## config.mk

```make
export PLATFORM = sky130hd
export DESIGN_NAME = pause_dim_ctrl
export DESIGN_NICKNAME = d
export VERILOG_FILES = /design/src/rtl/pause_pkg.sv /design/src/rtl/rgb_dimmer.sv /design/src/rtl/pause_dim_ctrl.sv
export SDC_FILE = /design/constraint.sdc
export NUM_CORES = 1
export LEC_CHECK = 0
export CAP_MARGIN = 10
export CELL_PAD_IN_SITES_DETAIL_PLACEMENT = 0
export CELL_PAD_IN_SITES_GLOBAL_PLACEMENT = 1
export CORE_MARGIN = 2
export CORE_UTILIZATION = 39
export DETAILED_ROUTE_END_ITERATION = 10
export PLACE_DENSITY_LB_ADDON = 0.12
export SYNTH_ARGS = -nofsm -noshare
export SYNTH_HDL_FRONTEND = slang
export SYNTH_SLANG_ARGS = --single-unit
export TNS_END_PERCENT = 30
```

## constraint.sdc

```tcl
create_clock -name clk_sys -period 2.1 [get_ports clk_sys]
set_clock_uncertainty 0.05 [all_clocks]
set_input_delay 0.525 -clock clk_sys [delete_from_list [all_inputs] [get_ports clk_sys]]
set_output_delay 0.525 -clock clk_sys [all_outputs]
set_load 0.02 [all_outputs]
```

## src/rtl/pause_pkg.sv

```systemverilog
// pause_pkg: shared types and defaults for the arcade pause / screen-dim logic.
//   pause_state_t   : pause FSM state encoding
//   DEF_CLK_HZ      : default clk_sys frequency for arcade tops
//   DEF_DIM_SECONDS : default user-pause time before the picture dims
package pause_pkg;

    typedef enum logic [1:0] {
        RUN      = 2'd0,
        UPAUSE   = 2'd1,
        DIM_PEND = 2'd2,
        DIMMED   = 2'd3
    } pause_state_t;

    localparam int unsigned DEF_CLK_HZ      = 24000000;
    localparam int unsigned DEF_DIM_SECONDS = 10;

endpackage : pause_pkg

```

## src/rtl/rgb_dimmer.sv

```systemverilog
// rgb_dimmer: pixel register that optionally darkens each colour channel.
// Ports:
//   clk_i, rst_ni : clock, asynchronous active-low reset
//   ce_pix_i      : pixel clock enable; the output only updates on it
//   dim_i         : when high, each channel is shifted right by DIM_SHIFT
//   rgb_i         : packed {R,G,B} pixel in
//   rgb_o         : packed {R,G,B} pixel out, one ce_pix strobe later
module rgb_dimmer #(
    parameter int unsigned RW        = 3,
    parameter int unsigned GW        = 3,
    parameter int unsigned BW        = 2,
    parameter int unsigned DIM_SHIFT = 1
) (
    input  logic                  clk_i,
    input  logic                  rst_ni,
    input  logic                  ce_pix_i,
    input  logic                  dim_i,
    input  logic [RW+GW+BW-1:0]   rgb_i,
    output logic [RW+GW+BW-1:0]   rgb_o
);

    localparam int unsigned PW = RW + GW + BW;

    logic [RW-1:0] r_c;
    logic [GW-1:0] g_c;
    logic [BW-1:0] b_c;
    logic [PW-1:0] pix_c;
    logic [PW-1:0] rgb_d;
    logic [PW-1:0] rgb_q;

    // Split channels and build the zero-filled dimmed pixel.
    always_comb begin
        r_c   = rgb_i[PW-1 -: RW];
        g_c   = rgb_i[GW+BW-1 -: GW];
        b_c   = rgb_i[BW-1:0];
        pix_c = dim_i ? {r_c >> DIM_SHIFT, g_c >> DIM_SHIFT, b_c >> DIM_SHIFT} : rgb_i;
        rgb_d = ce_pix_i ? pix_c : rgb_q;
    end

    // Pixel register; holds between strobes.
    always_ff @(posedge clk_i or negedge rst_ni) begin
        if (!rst_ni) begin
            rgb_q <= '0;
        end else begin
            rgb_q <= rgb_d;
        end
    end

    assign rgb_o = rgb_q;

endmodule : rgb_dimmer

```

## src/rtl/pause_dim_ctrl.sv

```systemverilog
// pause_dim_ctrl: merges the user pause toggle, N_REQ level-held pause
// requesters and (optionally) the OSD into one registered pause, and dims
// the RGB stream after DIM_SECONDS of user pause, starting at a vblank edge.
// Optional feature: define PAUSE_OSD_EN to let osd_status force pause.
// Ports:
//   clk_sys, reset_n : clock, asynchronous active-low reset
//   ce_pix           : pixel clock enable for the RGB register
//   user_btn         : pause button level; a rising edge toggles user pause
//   pause_req        : per-requester level; each holds pause while high
//   osd_status       : OSD open (only used with PAUSE_OSD_EN)
//   vblank           : core vertical blank
//   rgb_in / rgb_out : packed {R,G,B} from core / to video
//   pause            : registered pause to the core
//   user_paused      : user toggle state
//   dim_active       : dimming applied to the RGB path
module pause_dim_ctrl
    import pause_pkg::*;
#(
    parameter int unsigned CLK_HZ      = DEF_CLK_HZ,
    parameter int unsigned DIM_SECONDS = DEF_DIM_SECONDS,
    parameter int unsigned RW          = 3,
    parameter int unsigned GW          = 3,
    parameter int unsigned BW          = 2,
    parameter int unsigned DIM_SHIFT   = 1,
    parameter int unsigned N_REQ       = 2
) (
    input  logic                  clk_sys,
    input  logic                  reset_n,
    input  logic                  ce_pix,
    input  logic                  user_btn,
    input  logic [N_REQ-1:0]      pause_req,
    input  logic                  osd_status,
    input  logic                  vblank,
    input  logic [RW+GW+BW-1:0]   rgb_in,
    output logic                  pause,
    output logic                  user_paused,
    output logic                  dim_active,
    output logic [RW+GW+BW-1:0]   rgb_out
);

    localparam int unsigned DIM_CYCLES = CLK_HZ * DIM_SECONDS;
    localparam int unsigned CW         = $clog2(DIM_CYCLES + 1);
    localparam logic [CW-1:0] CNT_MAX  = CW'(DIM_CYCLES);
    // Leaving UPAUSE on the last increment puts saturation and DIM_PEND in the same cycle.
    localparam logic [CW-1:0] CNT_LAST = CW'(DIM_CYCLES - 1);

    pause_state_t  state_q, state_d;
    logic [CW-1:0] cnt_q, cnt_d;
    logic          btn_q;
    logic          vb_q;
    logic          armed_q;
    logic          pause_q, pause_d;
    logic          up_q, up_d;
    logic          dim_q, dim_d;
    logic          rise_c;
    logic          vb_rise_c;
    logic          osd_pause_c;

`ifdef PAUSE_OSD_EN
    assign osd_pause_c = osd_status;
`else
    logic unused_osd;
    assign unused_osd  = osd_status;
    assign osd_pause_c = 1'b0;
`endif

    // armed_q masks the first edge after reset so a held button cannot toggle.
    assign rise_c    = user_btn & ~btn_q & armed_q;
    assign vb_rise_c = vblank & ~vb_q;

    // Next state, dim counter and registered outputs.
    always_comb begin
        state_d = state_q;
        cnt_d   = cnt_q;

        unique case (state_q)
            RUN: begin
                if (rise_c) state_d = UPAUSE;
            end
            UPAUSE: begin
                if (rise_c)                 state_d = RUN;
                else if (cnt_q >= CNT_LAST) state_d = DIM_PEND;
            end
            DIM_PEND: begin
                if (rise_c)         state_d = RUN;
                else if (vb_rise_c) state_d = DIMMED;
            end
            DIMMED: begin
                if (rise_c) state_d = RUN;
            end
            default: state_d = RUN;
        endcase

        if (state_d == RUN) begin
            cnt_d = '0;
        end else if ((state_q == UPAUSE) && (cnt_q < CNT_MAX)) begin
            cnt_d = cnt_q + CW'(1);
        end

        up_d    = (state_d != RUN);
        dim_d   = (state_d == DIMMED);
        pause_d = (|pause_req) | up_d | osd_pause_c;
    end

    // State and output registers.
    always_ff @(posedge clk_sys or negedge reset_n) begin
        if (!reset_n) begin
            state_q <= RUN;
            cnt_q   <= '0;
            btn_q   <= 1'b0;
            vb_q    <= 1'b0;
            armed_q <= 1'b0;
            pause_q <= 1'b0;
            up_q    <= 1'b0;
            dim_q   <= 1'b0;
        end else begin
            state_q <= state_d;
            cnt_q   <= cnt_d;
            btn_q   <= user_btn;
            vb_q    <= vblank;
            armed_q <= 1'b1;
            pause_q <= pause_d;
            up_q    <= up_d;
            dim_q   <= dim_d;
        end
    end

    assign pause       = pause_q;
    assign user_paused = up_q;
    assign dim_active  = dim_q;

    rgb_dimmer #(
        .RW        (RW),
        .GW        (GW),
        .BW        (BW),
        .DIM_SHIFT (DIM_SHIFT)
    ) u_rgb_dimmer (
        .clk_i    (clk_sys),
        .rst_ni   (reset_n),
        .ce_pix_i (ce_pix),
        .dim_i    (dim_q),
        .rgb_i    (rgb_in),
        .rgb_o    (rgb_out)
    );

endmodule : pause_dim_ctrl

```

## After elaboration in Yosys (flattened, before gate mapping)

Cells that the tools add are included.

| storage, ports and cells | value |
|---|---|
| bits in registers | 44 |
| output and inout port bits | 11 |
| input bits | 16 |

| operators by class | value |
|---|---|
| add/subtract/negate cells | 1 |
| reduce and logical (&&, ||, !) cells | 6 |
| magnitude comparators | 2 |
| multiplexer cells | 10 |
| bitwise logic cells | 6 |
| eq/ne operators | 4 |

Operator list:

| operator | count |
|---|---|
| $mux 28 | 2 |
| $add 28x1->28 const B | 1 |
| $ge 28x28->1 const B | 1 |
| $lt 28x28->1 const B | 1 |
| $mux 2 | 6 |
| $mux 8 | 1 |
| $pmux 2 s4 | 1 |
| $eq 2x2->1 const B | 3 |
| $logic_not 2->1 | 2 |
| $reduce_bool 2->1 | 2 |
| $and 1x1->1 | 3 |
| $eq 2x1->1 const B | 1 |
| $not 1->1 | 2 |
| $reduce_or 2->1 | 1 |
| $logic_and 1x1->1 | 1 |
| $or 1x1->1 | 1 |

## Logic depth before layout (Yosys ltp)

| depth | value |
|---|---|
| depth in word-level cells | 7 |
| gate-level depth with buffers | 7 |
| gate-level depth less buffers | 6 |

## Hierarchy

Synthesis repeated with hierarchy kept, for this count alone.

| unflattened totals | value |
|---|---|
| cells, all modules | 251 |
| area total of the unflattened synthesis | 2421.1 um^2 |

Modules (own cells, without submodules):

| module | cells an instance | instances | area each (um^2) | sequential area each (um^2) |
|---|---|---|---|---|
| pause_dim_ctrl | 216 | 1 | 2048.2 | 900.9 |
| rgb_dimmer | 35 | 1 | 372.9 | 200.2 |

## Worst setup path before layout

Ideal clock, no wire load.

| path | value |
|---|---|
| path kind | register to register |
| start | register cnt_q[14] |
| end | register cnt_q[27] |
| period minus slack after synthesis | 2.301 ns |
| slack | -0.201 ns |
| stages on the path, launching flop included | 8 |
| arrival | 2.132 ns |
| setup time | 0.119 ns |
| cell sequence | dfrtp_1 > or4_4 > or4_4 > o211ai_2 > buf_6 > buf_8 > nor3_1 > o21a_1 |

| between the ends | value |
|---|---|
| cells in the longest elaborated chain, start to end | 6 |

RTL lines:

| item | RTL line | text |
|---|---|---|
| from (decl) | pause_dim_ctrl.sv:48 | `logic [CW-1:0] cnt_q, cnt_d;` |
| from (signal assigned) | pause_dim_ctrl.sv:118 | `cnt_q <= cnt_d;` |
| $ge 28x28->1 | pause_dim_ctrl.sv:82 | `else if (cnt_q >= CNT_LAST) state_d = DIM_PEND;` |
| $mux 2 | pause_dim_ctrl.sv:82 |  |
| $mux 2 | pause_dim_ctrl.sv:81 | `if (rise_c) state_d = RUN;` |
| $pmux 2 s4 | pause_dim_ctrl.sv:76 | `unique case (state_q)` |
| $logic_not 2->1 | pause_dim_ctrl.sv:94 | `if (state_d == RUN) begin` |
| $mux 28 or $reduce_bool 2->1 (tied branches) | n/a |  |

Several ways; a longest one is shown, not always the timed one. The select of a mux whose other input is x is not followed.
A chain may end at the register's enable or synchronous reset.

## Final worst setup path

| path | value |
|---|---|
| start | register cnt_q[21] |
| end | register cnt_q[13] |

Same word-level chain as after synthesis.

==> results.md <==
* Status: complete, but fails checks
* Failing checks: setup timing
* H-tree depth at 2
* Finished Cell Area at 3176 um2
* Routed wire per std cell at 14.65 um
* #FFs+latches synth at 44
* Fin. Hold Viols at 0
* Worst path arrival time at 2.54 ns
* Unique masters post-synth at 49
* Worst path bufs/invs at 2
* Vias at 2,121
* CTS tree: yes
* GPL Wtd Cong at 0.7599
* Die area at 6638 um2
* Mapped Cells at 242
* CP Class: flip-flop to flip-flop
* Largest register FFs at 28
* Row count at 28
* FFs w/ async S/R, synth at 100.0%
* Share of the synthesized area in the top cell type at 47.03%
* Yosys Warn Count at 0
* Minimum clock period at 2.363 ns
* Root buf cell: clkbuf_8
* Worst r2r src: cnt_q[21]
* DR vias/cell at 5.481
* Fin cells at 387
* Syn Area/Cell at 9.674 um2
* Worst setup margin at -0.2634 ns
* Initial DRC Count at 174
* Achievable Freq at 423.1 MHz
* Die H at 81.48 um
* CP top delay family: simple AND/OR/NAND/NOR gates
* Clock Sink Count at 44
* IO Port Bufs at 25
* Nets at 328
* Seq/Total Area, Yosys at 47.03%
* Setup slack on the worst flop-to-flop path at -0.26 ns
* Clock transition at path regs at 0.09 ns
* Clock latency on the worst-skew pair at 0.30 ns
* Slowest library cell on the worst path: or4_4
* Max_slew headroom at 64.65%
* CP Depth at 7
* # setup viols final at 28
* Num ports at 27
* Ratio of final minimum period to clock period at 112.5%
* R2r endpoint: cnt_q[13]
* Fraction of layout cells with a size suffix above 1 at 26.28%
* Post-synth EDFFs at 0
* Gr usage total at 19.40%
* Worst setup SP type: flip-flop
* CTS buffer count at 5
* First-pass GRT wire length at 9949 um
* Die width at 81.48 um
* CP cell instances: or4_4 -> a41oi_4 -> buf_6 -> o211ai_4 -> buf_4 -> or3_1 -> a21oi_1
* Biggest register: cnt_q
* Unrepaired setup endpoints after global routing: yes
* CP Capture Point: cnt_q[13]
* Crit-path max FO at 8
* Commonest non-fill, non-tap cell in the layout: dfrtp_1
* Leak at 1.337 nW
* Core ar. at 5851 um2
* Final Slew Violations at 0
* Maximum clock path buffer count at 2
* Slowest stage delay, CP at 0.58 ns
* DP HPWL at 3969 um
* GR Overflow Total at 0
* Worst-Margin Slew at 0.5292 ns
* Cell area after synthesis at 2341 um2
* Max Cap Viol at 0
* Initial antenna violation count at 0
* Area contributors post-synth: dfrtp_1 (47%), a21oi_1 (4.9%), nand2_1 (3.7%)
* Cell Pwr Density at 628.3 nW/um2
* Area post-placement at 2952 um2
* Largest net degree at the start of global routing at 27
* Final wirelength at 5671 um
* Main synth FF type: dfrtp_1
* Final ANT Viol Nets at 0
* Antenna fix cells at 0
* Maximum vdd drop at 0.0004468 V
* Layout area overhead at 35.65%
* Crit end category: flip-flop
* Critical path origin: cnt_q[21]
* Number of fillers in the final layout at 550
* Largest area contributor in the netlist: dfrtp_1
* Vias in the first global route at 2,107
* Dpl cells at 370
* Most frequent cells in the layout: dfrtp_1 (44), buf_4 (41), clkdlybuf4s50_1 (24), nand2_1 (23), a21oi_1 (21)
* DR pass1 iterations at 4
* Starting Density at 40.01%
* Total power at 1.995 mW
* Hold Crit Class: input pin to asynchronous set/reset pin
* Reg2reg path depth at 7
* Drc violations at 0
* Syn nets at 259
* CP required at 2.28 ns
==> metrics by stage <==
| step | hold slack (ns) | util, % | setup slack [ns] | setup TNS (ns) |
|---|---|---|---|---|
| after floorplan | 0.1794 | - | -0.1873 | -3.603 |
| after detailed placement | 0.4556 | 50.45 | -0.3953 | -7.745 |
| after global routing | 0.1439 | 54.28 | -0.3077 | -7.285 |
| final | 0.1210 | 54.28 | -0.2634 | -5.760 |
| after CTS | 0.1234 | 53.61 | -0.2306 | -5.470 |
| after global placement | 0.4565 | 50.45 | -0.3031 | -6.084 |
==> how the worst min path moves through the flow <==
stage / startpoint / to / slack, ns / cells after the start
floorplan: reset_n / armed_q / 0.18 / 0
global placement: reset_n / u_rgb_dimmer.rgb_o[4] / 0.46 / 1
detailed placement: reset_n / u_rgb_dimmer.rgb_o[4] / 0.46 / 1
CTS: reset_n / u_rgb_dimmer.rgb_o[4] / 0.12 / 1
global route: reset_n / u_rgb_dimmer.rgb_o[4] / 0.14 / 1
finish: reset_n / u_rgb_dimmer.rgb_o[4] / 0.12 / 1
==> cells in the mapped netlist, drive strengths merged, types with 2 or more instances <==
cell,n
o311ai,2
nand3,12
o31ai,9
and3,2
and4,2
buf,4
or3,11
a21oi,29
o211ai,2
nand4,6
or4,14
nand2,23
o21ai,17
nand2b,2
nor2,14
nand3b,4
clkbuf,6
mux2i,7
xnor2,2
inv,4
nor2b,4
dfrtp,44
nor3,3
==> power breakdown <==
part           internal, mW  total (mW)  switching (mW)  leakage (nW)
clock network         0.263       0.555           0.292        0.0510
logic                 0.231       0.500           0.269         0.707
registers             0.897       0.940          0.0430         0.579
total                  1.39        2.00           0.604          1.34
==> per-layer routing <==
layer	part of all wire, %	vias up	GRT usage [%]
met2	48	35	31.31
met5	0	-	0
li1	-	1054	-
met1	47	1024	26.04
met4	2.1	0	6.780
met3	3.1	8	3.846
==> cells by family (layout without fill, tap and decap cells) <==
group,Yosys count,in the layout,synth area share (%)
XOR/XNOR,2,2,0.7484
other,1,1,0.1602
adder cells (fa/ha/maj),1,1,0.5344
AND/OR/NAND/NOR,101,101,24.05
buffers and inverters,15,84,3.848
AO/OA/AOI/OAI,71,72,20.63
multiplexers,7,7,2.993
flip-flops,44,44,47.03
==> final cells by class <==
class                      instances  area, um2  area share, %
multi-input combinational        184       1242          39.13
sequential                        44       1101          34.67
timing repair buffer              71      626.9          19.74
tap                               75      93.84          2.955
clock buffer                       6      82.58          2.600
inverter                           5      18.77         0.5910
clock inverter                     2      10.01         0.3152
==> worst reg2reg max path, stage by stage (launching register included) <==
cell	delay [ns]
dfrtp_1	0.38
or4_4	0.58
a41oi_4	0.30
buf_6	0.16
o211ai_4	0.13
buf_4	0.21
or3_1	0.34
a21oi_1	0.14
==> what timing repair did <==
action / in CTS / in global routing
pin swaps: 8 / 4
gates cloned: 1 / 0
hold buffers: 0 / 0
resized for setup: 5 / 7
setup endpoints to repair: 28 / 29
buffers inserted: 7 / 1
No activity file was read; power rests on OpenSTA's default activity.
